## config.mk

```make
export PLATFORM = sky130hd
export DESIGN_NAME = ps2_key_tracker
export DESIGN_NICKNAME = d
export VERILOG_FILES = /design/src/rtl/ps2_pkg.sv /design/src/rtl/ps2_rx_frame.sv /design/src/rtl/ps2_key_tracker.sv
export SDC_FILE = /design/constraint.sdc
export NUM_CORES = 1
export LEC_CHECK = 0
export BUFFER_PORTS_ARGS = -buffer_cell sky130_fd_sc_hd__buf_2
export CORE_UTILIZATION = 55
export CTS_BUF_LIST = sky130_fd_sc_hd__clkbuf_8
export DETAILED_ROUTE_END_ITERATION = 7
export PLACE_DENSITY = 0.87
export SLEW_MARGIN = 20
export SYNTH_ARGS = -nofsm -noshare
export SYNTH_HDL_FRONTEND = slang
export SYNTH_SLANG_ARGS = --single-unit
```

## constraint.sdc

```tcl
create_clock -name clk -period 5.05 [get_ports clk]
set_clock_uncertainty 0.15 [all_clocks]
set_input_delay 0.505 -clock clk [delete_from_list [all_inputs] [get_ports clk]]
set_output_delay 0.505 -clock clk [all_outputs]
set_load 0.005 [all_outputs]
```

## src/rtl/ps2_pkg.sv

```systemverilog
// Shared types and constants for the PS/2 keyboard receiver and held-key tracker.
package ps2_pkg;

  typedef enum logic [1:0] {
    DEC_IDLE,
    DEC_EXT,
    DEC_BRK,
    DEC_EXT_BRK
  } dec_state_e;

  localparam logic [7:0] CODE_E0    = 8'hE0;
  localparam logic [7:0] CODE_F0    = 8'hF0;
  localparam logic [8:0] CODE_EMPTY = 9'h0F0;

  // Keyboard status/ack bytes that never represent a key.
  function automatic logic is_ignored(input logic [7:0] b);
    case (b)
      8'h00, 8'hAA, 8'hEE, 8'hFA, 8'hFE, 8'hFF: is_ignored = 1'b1;
      default:                                  is_ignored = 1'b0;
    endcase
  endfunction

endpackage

```

## src/rtl/ps2_rx_frame.sv

```systemverilog
// PS/2 frame receiver: synchronises the raw lines, detects ps2_clk falling edges,
// shifts in an 11-bit frame, checks odd parity and stop bit, aborts stalled frames.
module ps2_rx_frame #(
  parameter int SYNC_STAGES = 2,
  parameter int TIMEOUT_CYC = 50000
) (
  input  logic       clk,
  input  logic       rst,
  input  logic       ps2_clk_i,
  input  logic       ps2_dat_i,
  input  logic       clr_i,
  output logic [7:0] byte_o,
  output logic       valid_o,
  output logic       err_o
);

  localparam int TW = $clog2(TIMEOUT_CYC + 1);
  localparam logic [TW-1:0] TMO_LAST = TW'(TIMEOUT_CYC - 1);

  logic [SYNC_STAGES-1:0] clk_sync_q, dat_sync_q;
  logic                   clk_prev_q;
  logic [3:0]             count_q, count_d;
  logic [8:0]             shift_q, shift_d;
  logic [TW-1:0]          tmo_q, tmo_d;
  logic [7:0]             byte_q, byte_d;
  logic                   valid_q, valid_d, err_q, err_d;
  logic                   clk_s, dat_s, fall;

  assign clk_s = clk_sync_q[SYNC_STAGES-1];
  assign dat_s = dat_sync_q[SYNC_STAGES-1];
  assign fall  = clk_prev_q & ~clk_s;

  // Synchronisers reset to the idle-high line level so reset never fakes an edge.
  always_ff @(posedge clk or negedge rst) begin
    if (!rst) begin
      clk_sync_q <= '1;
      dat_sync_q <= '1;
      clk_prev_q <= 1'b1;
      count_q    <= '0;
      shift_q    <= '0;
      tmo_q      <= '0;
      byte_q     <= '0;
      valid_q    <= 1'b0;
      err_q      <= 1'b0;
    end else begin
      clk_sync_q <= {clk_sync_q[SYNC_STAGES-2:0], ps2_clk_i};
      dat_sync_q <= {dat_sync_q[SYNC_STAGES-2:0], ps2_dat_i};
      clk_prev_q <= clk_s;
      count_q    <= count_d;
      shift_q    <= shift_d;
      tmo_q      <= tmo_d;
      byte_q     <= byte_d;
      valid_q    <= valid_d;
      err_q      <= err_d;
    end
  end

  // count 0 = idle, 1..9 = data and parity pending, 10 = stop bit pending.
  always_comb begin
    count_d = count_q;
    shift_d = shift_q;
    tmo_d   = tmo_q;
    byte_d  = byte_q;
    valid_d = 1'b0;
    err_d   = 1'b0;
    if (clr_i) begin
      count_d = '0;
      tmo_d   = '0;
    end else if (fall) begin
      tmo_d = '0;
      if (count_q == 4'd0) begin
        if (!dat_s) count_d = 4'd1;
      end else if (count_q < 4'd10) begin
        shift_d = {dat_s, shift_q[8:1]};
        count_d = count_q + 4'd1;
      end else begin
        count_d = '0;
        if (dat_s && (^shift_q)) begin
          valid_d = 1'b1;
          byte_d  = shift_q[7:0];
        end else begin
          err_d = 1'b1;
        end
      end
    end else if (count_q != 4'd0) begin
      if (tmo_q == TMO_LAST) begin
        err_d   = 1'b1;
        count_d = '0;
        tmo_d   = '0;
      end else begin
        tmo_d = tmo_q + 1'b1;
      end
    end
  end

  assign byte_o  = byte_q;
  assign valid_o = valid_q;
  assign err_o   = err_q;

endmodule

```

## src/rtl/ps2_key_tracker.sv

```systemverilog
// PS/2 keyboard receiver with E0/F0 decoding and an N-slot held-key table.
// Define PS2_REPEAT_EN to report typematic repeats of held keys as events.
module ps2_key_tracker
  import ps2_pkg::*;
#(
  parameter int NUM_SLOTS   = 3,
  parameter int SYNC_STAGES = 2,
  parameter int TIMEOUT_CYC = 50000
) (
  input  logic                   clk,
  input  logic                   rst,
  input  logic                   ps2_clk,
  input  logic                   ps2_dat,
  input  logic                   clr,
  output logic [7:0]             scan_data,
  output logic                   scan_valid,
  output logic                   frame_err,
  output logic                   evt_valid,
  output logic                   evt_break,
  output logic                   evt_repeat,
  output logic [8:0]             evt_code,
  output logic [NUM_SLOTS-1:0]   key_on,
  output logic [9*NUM_SLOTS-1:0] key_code,
  output logic                   slot_ovf
);

  localparam int IW = (NUM_SLOTS > 1) ? $clog2(NUM_SLOTS) : 1;

  logic [7:0] rx_byte;
  logic       rx_valid, rx_err;

  ps2_rx_frame #(
    .SYNC_STAGES (SYNC_STAGES),
    .TIMEOUT_CYC (TIMEOUT_CYC)
  ) u_rx (
    .clk       (clk),
    .rst       (rst),
    .ps2_clk_i (ps2_clk),
    .ps2_dat_i (ps2_dat),
    .clr_i     (clr),
    .byte_o    (rx_byte),
    .valid_o   (rx_valid),
    .err_o     (rx_err)
  );

  dec_state_e                  state_q, state_d;
  logic [NUM_SLOTS-1:0]        on_q, on_d;
  logic [NUM_SLOTS-1:0][8:0]   code_q, code_d;
  logic                        evt_valid_q, evt_valid_d, evt_break_q, evt_break_d;
  logic [8:0]                  evt_code_q, evt_code_d;
  logic                        slot_ovf_q, slot_ovf_d;
  logic                        do_make, do_break, hit, free_found;
  logic [8:0]                  ev_code;
  logic [IW-1:0]               hit_idx, free_idx;
`ifdef PS2_REPEAT_EN
  logic                        evt_repeat_q, evt_repeat_d;
`endif

  always_ff @(posedge clk or negedge rst) begin
    if (!rst) begin
      state_q     <= DEC_IDLE;
      on_q        <= '0;
      code_q      <= {NUM_SLOTS{CODE_EMPTY}};
      evt_valid_q <= 1'b0;
      evt_break_q <= 1'b0;
      evt_code_q  <= '0;
      slot_ovf_q  <= 1'b0;
`ifdef PS2_REPEAT_EN
      evt_repeat_q <= 1'b0;
`endif
    end else begin
      state_q     <= state_d;
      on_q        <= on_d;
      code_q      <= code_d;
      evt_valid_q <= evt_valid_d;
      evt_break_q <= evt_break_d;
      evt_code_q  <= evt_code_d;
      slot_ovf_q  <= slot_ovf_d;
`ifdef PS2_REPEAT_EN
      evt_repeat_q <= evt_repeat_d;
`endif
    end
  end

  // Prefix decoder: turns each good byte into at most one make or break request.
  always_comb begin
    state_d  = state_q;
    do_make  = 1'b0;
    do_break = 1'b0;
    ev_code  = {1'b0, rx_byte};
    if (clr) begin
      state_d = DEC_IDLE;
    end else if (rx_valid) begin
      case (state_q)
        DEC_IDLE: begin
          if (rx_byte == CODE_E0)      state_d = DEC_EXT;
          else if (rx_byte == CODE_F0) state_d = DEC_BRK;
          else if (!is_ignored(rx_byte)) do_make = 1'b1;
        end
        DEC_EXT: begin
          if (rx_byte == CODE_F0) begin
            state_d = DEC_EXT_BRK;
          end else begin
            do_make = 1'b1;
            ev_code = {1'b1, rx_byte};
            state_d = DEC_IDLE;
          end
        end
        DEC_BRK: begin
          do_break = 1'b1;
          state_d  = DEC_IDLE;
        end
        DEC_EXT_BRK: begin
          do_break = 1'b1;
          ev_code  = {1'b1, rx_byte};
          state_d  = DEC_IDLE;
        end
        default: state_d = DEC_IDLE;
      endcase
    end
  end

  always_comb begin
    hit        = 1'b0;
    hit_idx    = '0;
    free_found = 1'b0;
    free_idx   = '0;
    for (int i = 0; i < NUM_SLOTS; i++) begin
      if (on_q[i] && (code_q[i] == ev_code)) begin
        hit     = 1'b1;
        hit_idx = IW'(i);
      end
      if (!on_q[i] && !free_found) begin
        free_found = 1'b1;
        free_idx   = IW'(i);
      end
    end
  end

  // Slot table update and event outputs; clr wins over any event in the same cycle.
  always_comb begin
    on_d        = on_q;
    code_d      = code_q;
    evt_valid_d = 1'b0;
    evt_break_d = 1'b0;
    evt_code_d  = evt_code_q;
    slot_ovf_d  = 1'b0;
`ifdef PS2_REPEAT_EN
    evt_repeat_d = 1'b0;
`endif
    if (clr) begin
      on_d   = '0;
      code_d = {NUM_SLOTS{CODE_EMPTY}};
    end else if (do_make) begin
      evt_code_d = ev_code;
      if (hit) begin
`ifdef PS2_REPEAT_EN
        evt_valid_d  = 1'b1;
        evt_repeat_d = 1'b1;
`endif
      end else if (free_found) begin
        evt_valid_d      = 1'b1;
        on_d[free_idx]   = 1'b1;
        code_d[free_idx] = ev_code;
      end else begin
        evt_valid_d = 1'b1;
        slot_ovf_d  = 1'b1;
      end
    end else if (do_break) begin
      evt_valid_d = 1'b1;
      evt_break_d = 1'b1;
      evt_code_d  = ev_code;
      if (hit) begin
        on_d[hit_idx]   = 1'b0;
        code_d[hit_idx] = CODE_EMPTY;
      end
    end
  end

  assign scan_data  = rx_byte;
  assign scan_valid = rx_valid;
  assign frame_err  = rx_err;
  assign evt_valid  = evt_valid_q;
  assign evt_break  = evt_break_q;
  assign evt_code   = evt_code_q;
  assign key_on     = on_q;
  assign key_code   = code_q;
  assign slot_ovf   = slot_ovf_q;
`ifdef PS2_REPEAT_EN
  assign evt_repeat = evt_repeat_q;
`else
  assign evt_repeat = 1'b0;
`endif

endmodule

```

==> metrics.md, run 1 <==
| Metric | Value |
|---|---|
| Total CTS buffers | 9 |
| Num rows | 32 |
| Worst VDD drop | 0.1477 mV |
| Logic pwr share | 0.054 |
| Crit. End Element | flop |
| Period minus WS final | 3.977 ns |
| Hold WS | 0.04778 ns |
| Synthesis-to-layout area growth | 9.906% |
| Worst path slowest cell | nor4b_1 |
| Internal power | 916.6 uW |
| Clock Sinks | 88 |
| Reg clk slew, reported paths | 0.09 ns |
| Final TNS setup | 0 ns |
| Slew margin rel. | 0.4307 |
| Crit-path max FO | 13 |
| Critical Path Max Stage Delay | 0.64 ns |
| Post-Synth Adder-Cell Area | 0.008324 |
| Max_cap viols | 0 |
| Commonest non-fill, non-tap cell in the layout | dfrtp_1 |
| Clock Tree Buf Depth | 2 |
| Slew of the pin with the lowest slew margin | 0.8508 ns |
| Largest cells by area after synthesis | dfrtp_1 (39%), dfstp_2 (9.9%), xnor2_1 (6.8%), mux2_2 (5.7%), nand2_1 (3.8%) |
| Xor/xnor cell area share of the yosys netlist | 0.08740 |
| Worst-Skew Late Latency | 0.36 ns |
| Final WL | 10150 um |
| Clock power frac | 0.354 |
| CTS hold repair buffers | 0 |
| Simple-Gate Fraction of Synth Area | 0.1576 |
| Cell count after synthesis | 443 |
| Die Span Y | 92.55 um |
| Setup violators final | 0 |
| Async set or reset register ratio after synthesis | 1.000 |
| Via count of the first global-routing pass | 3552 |
| RSZ-0062 raised after global routing | false |
| P per Cell Area | 246.3 mW/mm^2 |
| Peak Freq | 0.2515 GHz |
| DRT iter0 DRCs | 274 |
| DR pass1 iterations | 8 |
| Crit Path Class | reg -> reg |
| Syn Nets | 451 |
| Post-Syn Area | 0.004509 mm^2 |
| WP data arrival | 4.12 ns |
| Seq pwr share | 0.592 |
| Die X | 92.55 um |
| Yosys top cell by area | dfrtp_1 |
| WP data required | 5.19 ns |
| Reg-to-reg slack, setup | 1.07 ns |
| Synthesized flop and latch total | 88 |
| Ordered list of cells on the worst path | or4_4 -> o41a_1 -> xnor2_1 -> a22o_2 -> nor4b_1 -> o21ai_1 -> or2_2 -> a21oi_1 |
| Post-synthesis compound-gate area fraction | 0.1462 |
| Drt wl/cell | 17.20 um |
| Total Power | 1.220 mW |
| Buffers on Ports | 56 |
| R2R Path End | key_code[11] |
| Final Slew Violations | 0 |
| Top-Level Pins | 58 |
| First-pass GRT wire length | 16990 um |
| DP Area | 0.004780 mm^2 |
| Sequential-to-total area share from yosys stat | 0.4931 |
| Root Driver | clkbuf_8 |
| Post-CTS setup buffer count | 0 |
| Switching power | 303.8 uW |
| Most frequent cells in the layout | dfrtp_1 (71), buf_2 (55), nand2_1 (46) |
| Mapped Avg Cell Area | 10.18 um^2 |
| Critical path startpoint category | flop |
| DRT antenna net count | 0 |
| Hold WC Path Type | in -> async |
| Total gr overflow | 0 |
| Residual DRC count | 0 |
| Yosys warns | 0 |
| Number of fill cells | 650 |
| R2r worst-path depth | 8 |
| Synth cell types | 60 |
| Switching part of the total | 0.2489 |
| Largest family of logic cells by synthesized area | simple AND/OR/NAND/NOR gates |
| Cell area after layout | 0.004956 mm^2 |
| Post-synthesis mux area share | 0.05966 |
| DIE AREA | 0.008565 mm^2 |
| Nets | 491 |
| Core Box Area | 0.007848 mm^2 |
| Layout cell share with drive strength beyond 1 | 0.2480 |
| Inserted Diodes | 0 |
| Synth top area share | 0.3940 |
| Pin count of the biggest net entering global routing | 89 |
| Effective utilization at floorplan | 0.5746 |
| HPWL reported at the end of detailed placement | 7142 um |
| Initial antenna violation count | 0 |
| GRT Overall Usage | 0.2576 |
| Leak | 2.196 nW |
| H-tree depth | 3 |
| Routed vias | 3560 |
| Most used DFF post-synth | dfrtp_1 |
| Crit share post-route | 0.7875 |
| CTS tree | built |
| Post-synth EDFFs | 0 |
| Reg-to-reg startpoint | u_rx.byte_o[2] |
| Vias per std cell | 6.034 |
| Cts repair resizes | 0 |
| Status | finished clean |
| Gpl congestion | 0.9154 |
| Final Hold Fails | 0 |
how the worst max path moves through the flow:
stage,from,endpoint,slack (ns)
3_3_place_gp,u_rx.byte_o[1],key_code[11],1.30
3_5_place_dp,u_rx.byte_o[1],key_code[6],1.18
2_1_floorplan,u_rx.byte_o[0],key_code[5],1.54
6_report,u_rx.byte_o[2],key_code[11],1.07
5_1_grt,u_rx.byte_o[2],key_code[11],0.82
4_1_cts,u_rx.byte_o[2],key_code[6],1.15
per-layer routing:
| layer | up-vias | global-route usage | wire length [um] |
|---|---|---|---|
| met5 | - | 0 | 0 |
| met4 | 0 | 0.1471 | 385 |
| met3 | 34 | 0.05337 | 667 |
| met2 | 147 | 0.4253 | 4920 |
| met1 | 1738 | 0.3132 | 4174 |
| li1 | 1641 | - | - |
registers in the layout, indices dropped and copies added, names as in the netlist:
| register | cells |
|---|---|
| u_rx.clk_sync_q | 2 |
| key_code | 27 |
| u_rx.tmo_q | 16 |
| u_rx.byte_o | 8 |
| u_rx.dat_sync_q | 2 |
| state_q | 2 |
| evt_code | 9 |
| key_on | 3 |
| slot_ovf | 1 |
| u_rx.valid_o | 1 |
| u_rx.shift_q | 9 |
| u_rx.clk_prev_q | 1 |
| evt_valid | 1 |
| evt_break | 1 |
| u_rx.count_q | 4 |
| u_rx.err_o | 1 |
synth_stat cells (2+ instances only):
master,number
or3_1,3
nor2b_1,6
nand3_1,18
nor3_1,8
xor2_1,10
and2_1,3
buf_4,10
nor4b_1,4
o22a_1,5
o21bai_1,2
buf_2,7
nor4_1,5
o21ai_1,3
dfrtp_1,71
nand2_1,46
a22o_1,10
ha_1,3
inv_1,14
mux2_2,23
o32a_1,3
and3_1,4
o21a_1,2
nand2b_1,4
o211ai_1,3
xnor2_1,35
a21o_1,5
a21oi_1,18
nor2_1,24
nand4_1,9
dfstp_2,17
o31ai_1,2
buf_1,3
o41ai_1,2
a22oi_1,2
o21ai_0,25
a21boi_0,2
clkbuf_1,9
critical path, delay by kind of cell, from the launching register on:
family	cells	cell delay [ns]
DFF	1	0.58
xor gates and xnor gates	1	0.21
AOI/OAI and AO/OA	4	1.39
and+or+nand+nor	3	1.58
power by group through the flow:
stage / Clock, mW / Combinational (mW) / Sequential [mW]
floorplan: 0 / 0.0416 / 0.734
global placement: 0 / 0.0639 / 0.735
detailed placement: 0 / 0.0662 / 0.736
CTS: 0.440 / 0.0664 / 0.723
global route: 0.473 / 0.0745 / 0.724
finish: 0.432 / 0.0660 / 0.722
cells by family (layout without fill, tap and decap cells):
family	Yosys count	after routing
adders and majority gates	3	3
buffers and inverters	44	89
xor gates and xnor gates	45	45
DFF	88	88
AOI/OAI and AO/OA	97	97
other	1	1
and+or+nand+nor	141	141
muxes	24	24
final cells by class:
type                       instances  area, um^2  area share
inverter                          15       56.30     0.01136
timing repair buffer              58       301.5     0.06084
sequential                        88        2223      0.4486
clock buffer                       9       123.9     0.02499
tap                              102       127.6     0.02575
multi-input combinational        311        2074      0.4186
clock inverter                     7       48.80    0.009846
per-stage QoR:
step	std cells	util	setup WS [ns]
after global routing	590	0.6315	0.8174
final	590	0.6315	1.073
after floorplan	443	-	1.536
after detailed placement	574	0.6091	1.184
after CTS	590	0.6311	1.153
after global placement	574	0.6091	1.298
Note: power is estimated with default switching activity, not from simulation.
==> run 2, diff against run 1 <==
--- a/config.mk
+++ b/config.mk
@@ -6,10 +6,10 @@
 export NUM_CORES = 1
 export LEC_CHECK = 0
 export BUFFER_PORTS_ARGS = -buffer_cell sky130_fd_sc_hd__buf_2
-export CORE_UTILIZATION = 55
+export CORE_UTILIZATION = 54
 export CTS_BUF_LIST = sky130_fd_sc_hd__clkbuf_8
 export DETAILED_ROUTE_END_ITERATION = 7
-export PLACE_DENSITY = 0.87
+export PLACE_DENSITY = 0.89
 export SLEW_MARGIN = 20
 export SYNTH_ARGS = -nofsm -noshare
 export SYNTH_HDL_FRONTEND = slang
==> constraint.sdc (replaced) <==
create_clock -name clk -period 3.4 [get_ports clk]
set_clock_uncertainty 0.15 [all_clocks]
set_input_delay 0.34 -clock clk [delete_from_list [all_inputs] [get_ports clk]]
set_output_delay 0.34 -clock clk [all_outputs]
set_load 0.005 [all_outputs]
==> run 2 against run 1 <==
  * Hold slack improved by 0.16 ns
  * Wire length rose by 3.3%
  * Combinational power rose by 55%
  * Setup slack got worse by 0.95 ns
  * Register-to-register slack got worse by 0.95 ns
==> metrics.md, run 2 (synthesis gave the netlist of run 1 again) <==
| Metric | Value |
|---|---|
| Commonest non-fill, non-tap cell in the layout | dfrtp_1 |
| Total CTS buffers | 9 (unchanged) |
| P per Cell Area | 371.4 mW/mm^2 (+51%) |
| Reg clk slew, reported paths | 0.08 ns (about the same) |
| Final WL | 10480 um (+3.3%) |
| Clock Sinks | 88 (unchanged) |
| Buffers on Ports | 56 (unchanged) |
| Crit. End Element | flop |
| Core Box Area | 0.007888 mm^2 (+0.51%) |
| Multi-input gate area | 0.002092 mm^2 (+0.84%) |
| Number of fill cells | 629 (-3.2%) |
| Effective utilization at floorplan | 0.5717 (-0.002917) |
| Setup WS post-layout | 0.1201 ns (-0.9530 ns) |
| Root Driver | clkbuf_8 |
| Internal power | 1.455 mW (+59%) |
| Pin count of the biggest net entering global routing | 89 (unchanged) |
| Register area | 0.002223 mm^2 (unchanged) |
| Drt wl/cell | 17.33 um (+0.72%) |
| Logic pwr share | 0.054 (about the same) |
| CTS tree | built |
| DRT iter0 DRCs | 265 (-3.3%) |
| First-pass GRT wire length | 17260 um (+1.6%) |
| Hold path startpoint | u_rx.dat_sync_q[0] |
| H-tree depth | 3 (unchanged) |
| Nets | 506 (+3.1%) |
| Via count of the first global-routing pass | 3605 (+1.5%) |
| Switching part of the total | 0.2344 (-0.01448) |
| DIE AREA | 0.008720 mm^2 (+1.8%) |
| DRT antenna net count | 0 (unchanged) |
| Worst VDD drop | 0.1961 mV (+33%) |
| Residual DRC count | 0 (unchanged) |
| R2R Path End | key_code[7] |
| RSZ-0062 raised after global routing | false |
| Gpl congestion | 0.9741 (+6.4%) |
| Worst Hold Depth | 0 |
| Synthesis-to-layout area growth | 13.51% |
| Total gr overflow | 0 (unchanged) |
| Crit-path max FO | 6 (-7) |
| Seq pwr share | 0.565 (-0.027) |
| DP Worst Slack | 0.1029 ns (-1.081 ns) |
| Status | finished clean |
| Slew of the pin with the lowest slew margin | 0.7790 ns (-0.07180 ns) |
| Clock power frac | 0.382 (+0.028) |
| Top-Level Pins | 58 (unchanged) |
| Die X | 93.38 um (+0.90%) |
| Critical path startpoint category | flop |
| Crit share post-route | 0.9647 (+0.1772) |
| Final Hold Fails | 0 (unchanged) |
| Crit Path Class | reg -> reg |
| WP data required | 3.54 ns (-1.65 ns) |
| Die Span Y | 93.38 um (+0.90%) |
| Layout cell share with drive strength beyond 1 | 0.2684 (+0.02044) |
| Slew margin rel. | 0.4807 (+0.04996) |
| Most frequent cells in the layout | dfrtp_1 (71), buf_2 (55), nand2_1 (46) |
| Inserted Diodes | 0 (unchanged) |
| Final TNS setup | 0 ns (unchanged) |
| Max_cap viols | 0 (unchanged) |
| Initial antenna violation count | 0 (unchanged) |
| GRT Overall Usage | 0.2611 (+0.003460) |
| Setup violators final | 0 (unchanged) |
| Clock Tree Buf Depth | 2 (unchanged) |
| Peak Freq | 0.3049 GHz (+21%) |
| Num rows | 32 (unchanged) |
| Largest register FFs | 27 (unchanged) |
| DR pass1 iterations | 4 (-4) |
| HPWL reported at the end of detailed placement | 7289 um (+2.1%) |
| WP data arrival | 3.42 ns (-0.70 ns) |
| Reg-to-reg slack, setup | 0.12 ns (-0.95 ns) |
| Leak | 2.300 nW (+4.8%) |
| Final Slew Violations | 0 (unchanged) |
| Switching power | 445.7 uW (+47%) |
| Worst-Skew Late Latency | 0.36 ns (about the same) |
| Reg-to-reg startpoint | u_rx.byte_o[0] |
| Routed vias | 3619 (+1.7%) |
| Worst-case hold path end point | u_rx.dat_sync_q[1] |
| Period minus WS final | 3.280 ns (-0.6970 ns) |
| Post-CTS setup buffer count | 0 (unchanged) |
| Vias per std cell | 5.982 (-0.86%) |
| R2r worst-path depth | 8 (unchanged) |
| Hold WC Path Type | reg -> reg |
## run 2: changes by cell type in the layout (fill, tap and decap cells not counted), sizes merged
| cell | change |
|---|---|
| buf | +12 |
| bufinv | +1 |
| clkbuf | +1 |
| clkinv | +1 |
| clkinvlp | -2 |
| dlygate4sd3 | +3 |
| inv | -1 |
## run 2: worst max-delay path by stage
stage / from / end / slack [ns] / cells past startpoint
after floorplan: u_rx.byte_o[0] / key_code[5] / 0.05 / 10
after global placement: u_rx.byte_o[0] / key_code[17] / 0.18 / 8
after detailed placement: u_rx.byte_o[0] / key_code[7] / 0.10 / 8
after CTS: u_rx.byte_o[0] / key_code[7] / 0.08 / 8
after global routing: u_rx.byte_o[0] / key_code[7] / 0.005 / 8
final: u_rx.byte_o[0] / key_code[7] / 0.12 / 8
## run 2: through the flow
step | util | cells | power [mW] | cell area, um^2 | hold WS (ns)
floorplan | - | 443 | 1.153 | 4516 | -0.1056
global placement | 0.6182 | 586 | 1.188 | 4876 | 0.1970
detailed placement | 0.6182 | 586 | 1.193 | 4876 | 0.1968
CTS | 0.6458 | 604 | 1.919 | 5094 | 0.05467
global route | 0.6490 | 605 | 1.981 | 5119 | 0.2181
finish | 0.6490 | 605 | 1.901 | 5119 | 0.2081
## run 2: worst max-delay path, stage by stage (launching register included)
cell	delay, ns
dfrtp_1	0.39
or4_4	0.54
o41a_1	0.51
xor2_1	0.21
nor4_4	0.42
o21a_1	0.26
nor2_2	0.10
or3_1	0.42
o22a_1	0.22
## run 2: repair_timing
| action | CTS | global route |
|---|---|---|
| setup endpoints to repair | 0 | 14 |
| endpoints found under the hold margin | 2 | 71 |
| resized for setup | 0 | 2 |
| hold buffers | 2 | 1 |
## run 2: power groups by stage
stage	clock network, mW	logic [mW]	registers [mW]
after global routing	0.789	0.116	1.08
after global placement	0	0.0955	1.09
after detailed placement	0	0.0993	1.09
after CTS	0.744	0.102	1.07
after floorplan	0	0.0618	1.09
final	0.725	0.102	1.07
## run 2: cell type report
class / instances / area share
inverters: 15 / 0.01100
multi-input cells: 311 / 0.4087
flip-flops and latches: 88 / 0.4344
well taps: 102 / 0.02493
repair buffers: 73 / 0.08238
clock buffers: 10 / 0.02689
clock inverters: 6 / 0.01173
## run 2: per-layer routing
layer	share of wire	vias to the layer above	track usage
li1	-	1668	-
met3	0.068	36	0.06260
met5	0	-	0
met4	0.040	0	0.1423
met1	0.41	1765	0.3147
met2	0.48	150	0.4314
==> run 3, diff against run 2 <==
--- a/config.mk
+++ b/config.mk
@@ -10,6 +10,7 @@
 export CTS_BUF_LIST = sky130_fd_sc_hd__clkbuf_8
 export DETAILED_ROUTE_END_ITERATION = 7
 export PLACE_DENSITY = 0.89
+export RECOVER_POWER = 100
 export SLEW_MARGIN = 20
 export SYNTH_ARGS = -nofsm -noshare
 export SYNTH_HDL_FRONTEND = slang
==> run 3 against run 2 <==
  * The run now ends with max-capacitance violations, max-slew violations left
  * Utilization down 0.67 points
  * Via count shrank 0.11%
  * Register-to-register slack about the same
  * First-iteration DRC count up 3.4%
  * Critical endpoint unchanged
==> metrics.md, run 3 (synthesis gave the netlist of run 1 again) <==
| Metric | Value |
|---|---|
| Status | finished with violations |
| Failing checks | max-capacitance violations, max-slew violations |
| Routed vias | 3615 (-0.11%) |
| Die Span Y | 93.38 um (unchanged) |
| Crit share post-route | 0.9614 (-0.003265) |
| Leak | 2.192 nW (-4.7%) |
| Peak Freq | 0.3059 GHz (+0.34%) |
| Crit Path Class | reg -> reg |
| Drt wl/cell | 17.39 um (+0.37%) |
| Total CTS buffers | 9 (unchanged) |
| DRT antenna net count | 0 (unchanged) |
| Inserted Diodes | 0 (unchanged) |
| Top-Level Pins | 58 (unchanged) |
| Effective utilization at floorplan | 0.5717 (unchanged) |
| Die X | 93.38 um (unchanged) |
| Cell area after layout | 0.005066 mm^2 (-1.0%) |
| DP Area | 0.004876 mm^2 (unchanged) |
| Buffers on Ports | 56 (unchanged) |
| Core Box Area | 0.007888 mm^2 (unchanged) |
| Crit. End Element | flop |
| Final TNS setup | 0 ns (unchanged) |
| Clock Sinks | 88 (unchanged) |
| Crit-path max FO | 6 (unchanged) |
| Root Driver | clkbuf_8 |
| Synthesis-to-layout area growth | 12.35% |
| Max_cap viols | 1 (+1) |
| Slew of the pin with the lowest slew margin | 2.103 ns (+1.324 ns) |
| DR pass1 iterations | 5 (+1) |
| First-pass GRT wire length | 17260 um (unchanged) |
| Num rows | 32 (unchanged) |
| Largest register FFs | 27 (unchanged) |
| Final Slew Violations | 89 (+89) |
| WP data arrival | 3.41 ns (about the same) |
| P per Cell Area | 374.9 mW/mm^2 (+0.94%) |
| Most frequent cells in the layout | dfrtp_1 (71), nand2_1 (46), buf_2 (41) |
| RSZ-0062 raised after global routing | false |
| Residual DRC count | 0 (unchanged) |
| Commonest non-fill, non-tap cell in the layout | dfrtp_1 |
| Vias per std cell | 5.975 (-0.11%) |
| Total gr overflow | 0 (unchanged) |
| Number of fill cells | 647 (+2.9%) |
| Gpl congestion | 0.9741 (unchanged) |
| Worst Hold Depth | 0 (unchanged) |
| R2r worst-path depth | 8 (unchanged) |
| Clock Tree Buf Depth | 2 (unchanged) |
| GRT Overall Usage | 0.2611 (unchanged) |
| H-tree depth | 3 (unchanged) |
| Final Core Density | 0.6423 (-0.006662) |
| DRT iter0 DRCs | 274 (+3.4%) |
| Worst-Skew Late Latency | 0.36 ns (about the same) |
| Reg-to-reg slack, setup | 0.13 ns (about the same) |
| Final WL | 10520 um (+0.37%) |
| Nets | 506 (unchanged) |
| HPWL reported at the end of detailed placement | 7289 um (unchanged) |
| Critical path startpoint category | flop |
| Final Hold Fails | 0 (unchanged) |
| Hold WC Path Type | reg -> reg |
| Initial antenna violation count | 0 (unchanged) |
| WP data required | 3.54 ns (about the same) |
| Period minus WS final | 3.269 ns (-0.01110 ns) |
| Total Power | 1.899 mW (about the same) |
| Slew margin rel. | -0.4020 (-0.8826) |
| Final non-filler cell total | 605 (unchanged) |
| Worst VDD drop | 0.1980 mV (+0.95%) |
| Placed cell count | 586 (unchanged) |
| Via count of the first global-routing pass | 3605 (unchanged) |
| Pin count of the biggest net entering global routing | 89 (unchanged) |
| Register area | 0.002223 mm^2 (unchanged) |
| Layout cell share with drive strength beyond 1 | 0.2008 (-0.06759) |
| Setup violators final | 0 (unchanged) |
| CTS tree | built |
| Reg clk slew, reported paths | 0.08 ns (about the same) |
| DIE AREA | 0.008720 mm^2 (unchanged) |
| Multi-input gate area | 0.002092 mm^2 (unchanged) |
-- run 3: cell types whose count changed in the layout (fill, tap and decap cells not counted), sizes merged --
cell	before	now
buf	70	47
clkbuf	10	33
-- run 3: metrics by stage --
stage	setup WS [ns]	hold slack [ns]
6_report	0.1312	0.2082
3_3_place_gp	0.1778	0.1970
3_5_place_dp	0.1029	0.1968
2_1_floorplan	0.05012	-0.1056
4_1_cts	0.08299	0.05467
5_1_grt	0.01529	0.2181
-- run 3: cell type report --
cell class	instances	share of cell area
sequential	88	0.4389
timing repair buffer	73	0.07286
clock buffer	10	0.02717
inverter	15	0.01111
tap	102	0.02519
multi-input combinational	311	0.4129
clock inverter	6	0.01185
-- run 3: worst paths after layout --
| kind | start | end |
|---|---|---|
| setup / recovery | u_rx.byte_o[0] | key_code[7] |
| hold / removal | u_rx.dat_sync_q[0] | u_rx.dat_sync_q[1] |
| setup reg to reg | u_rx.byte_o[0] | key_code[7] |
| hold reg to reg | u_rx.dat_sync_q[0] | u_rx.dat_sync_q[1] |
| max in group asynchronous | rst | u_rx.tmo_q[1] |
| min in group asynchronous | rst | key_on[1] |
-- run 3: repair_timing --
item | 4_1_cts | 5_1_grt
buffers inserted | 0 | 0
resized for setup | 0 | 2
hold buffers | 2 | 1
endpoints found under the setup margin | 0 | 14
endpoints found under the hold margin | 2 | 71
-- run 3: routing by layer --
layer | global-route usage | routed length (um) | up-vias
li1 | - | - | 1669
met2 | 0.4314 | 5091 | 151
met3 | 0.06260 | 775 | 33
met4 | 0.1423 | 382 | 0
met1 | 0.3147 | 4271 | 1762
met5 | 0 | 0 | -
-- run 3: worst max-delay path, cell delays in order, from the launching register on --
cell and delay (ns):
dfrtp_1 0.39, or4_4 0.54, o41a_1 0.51, xor2_1 0.21
nor4_4 0.42, o21a_1 0.25, nor2_2 0.09, or3_1 0.41
o22a_1 0.22
-- run 3: report_power, final --
part | switching, mW | internal (mW)
sequential | 0.0112 | 1.06
clock | 0.371 | 0.356
combinational | 0.0644 | 0.0359
total | 0.447 | 1.45
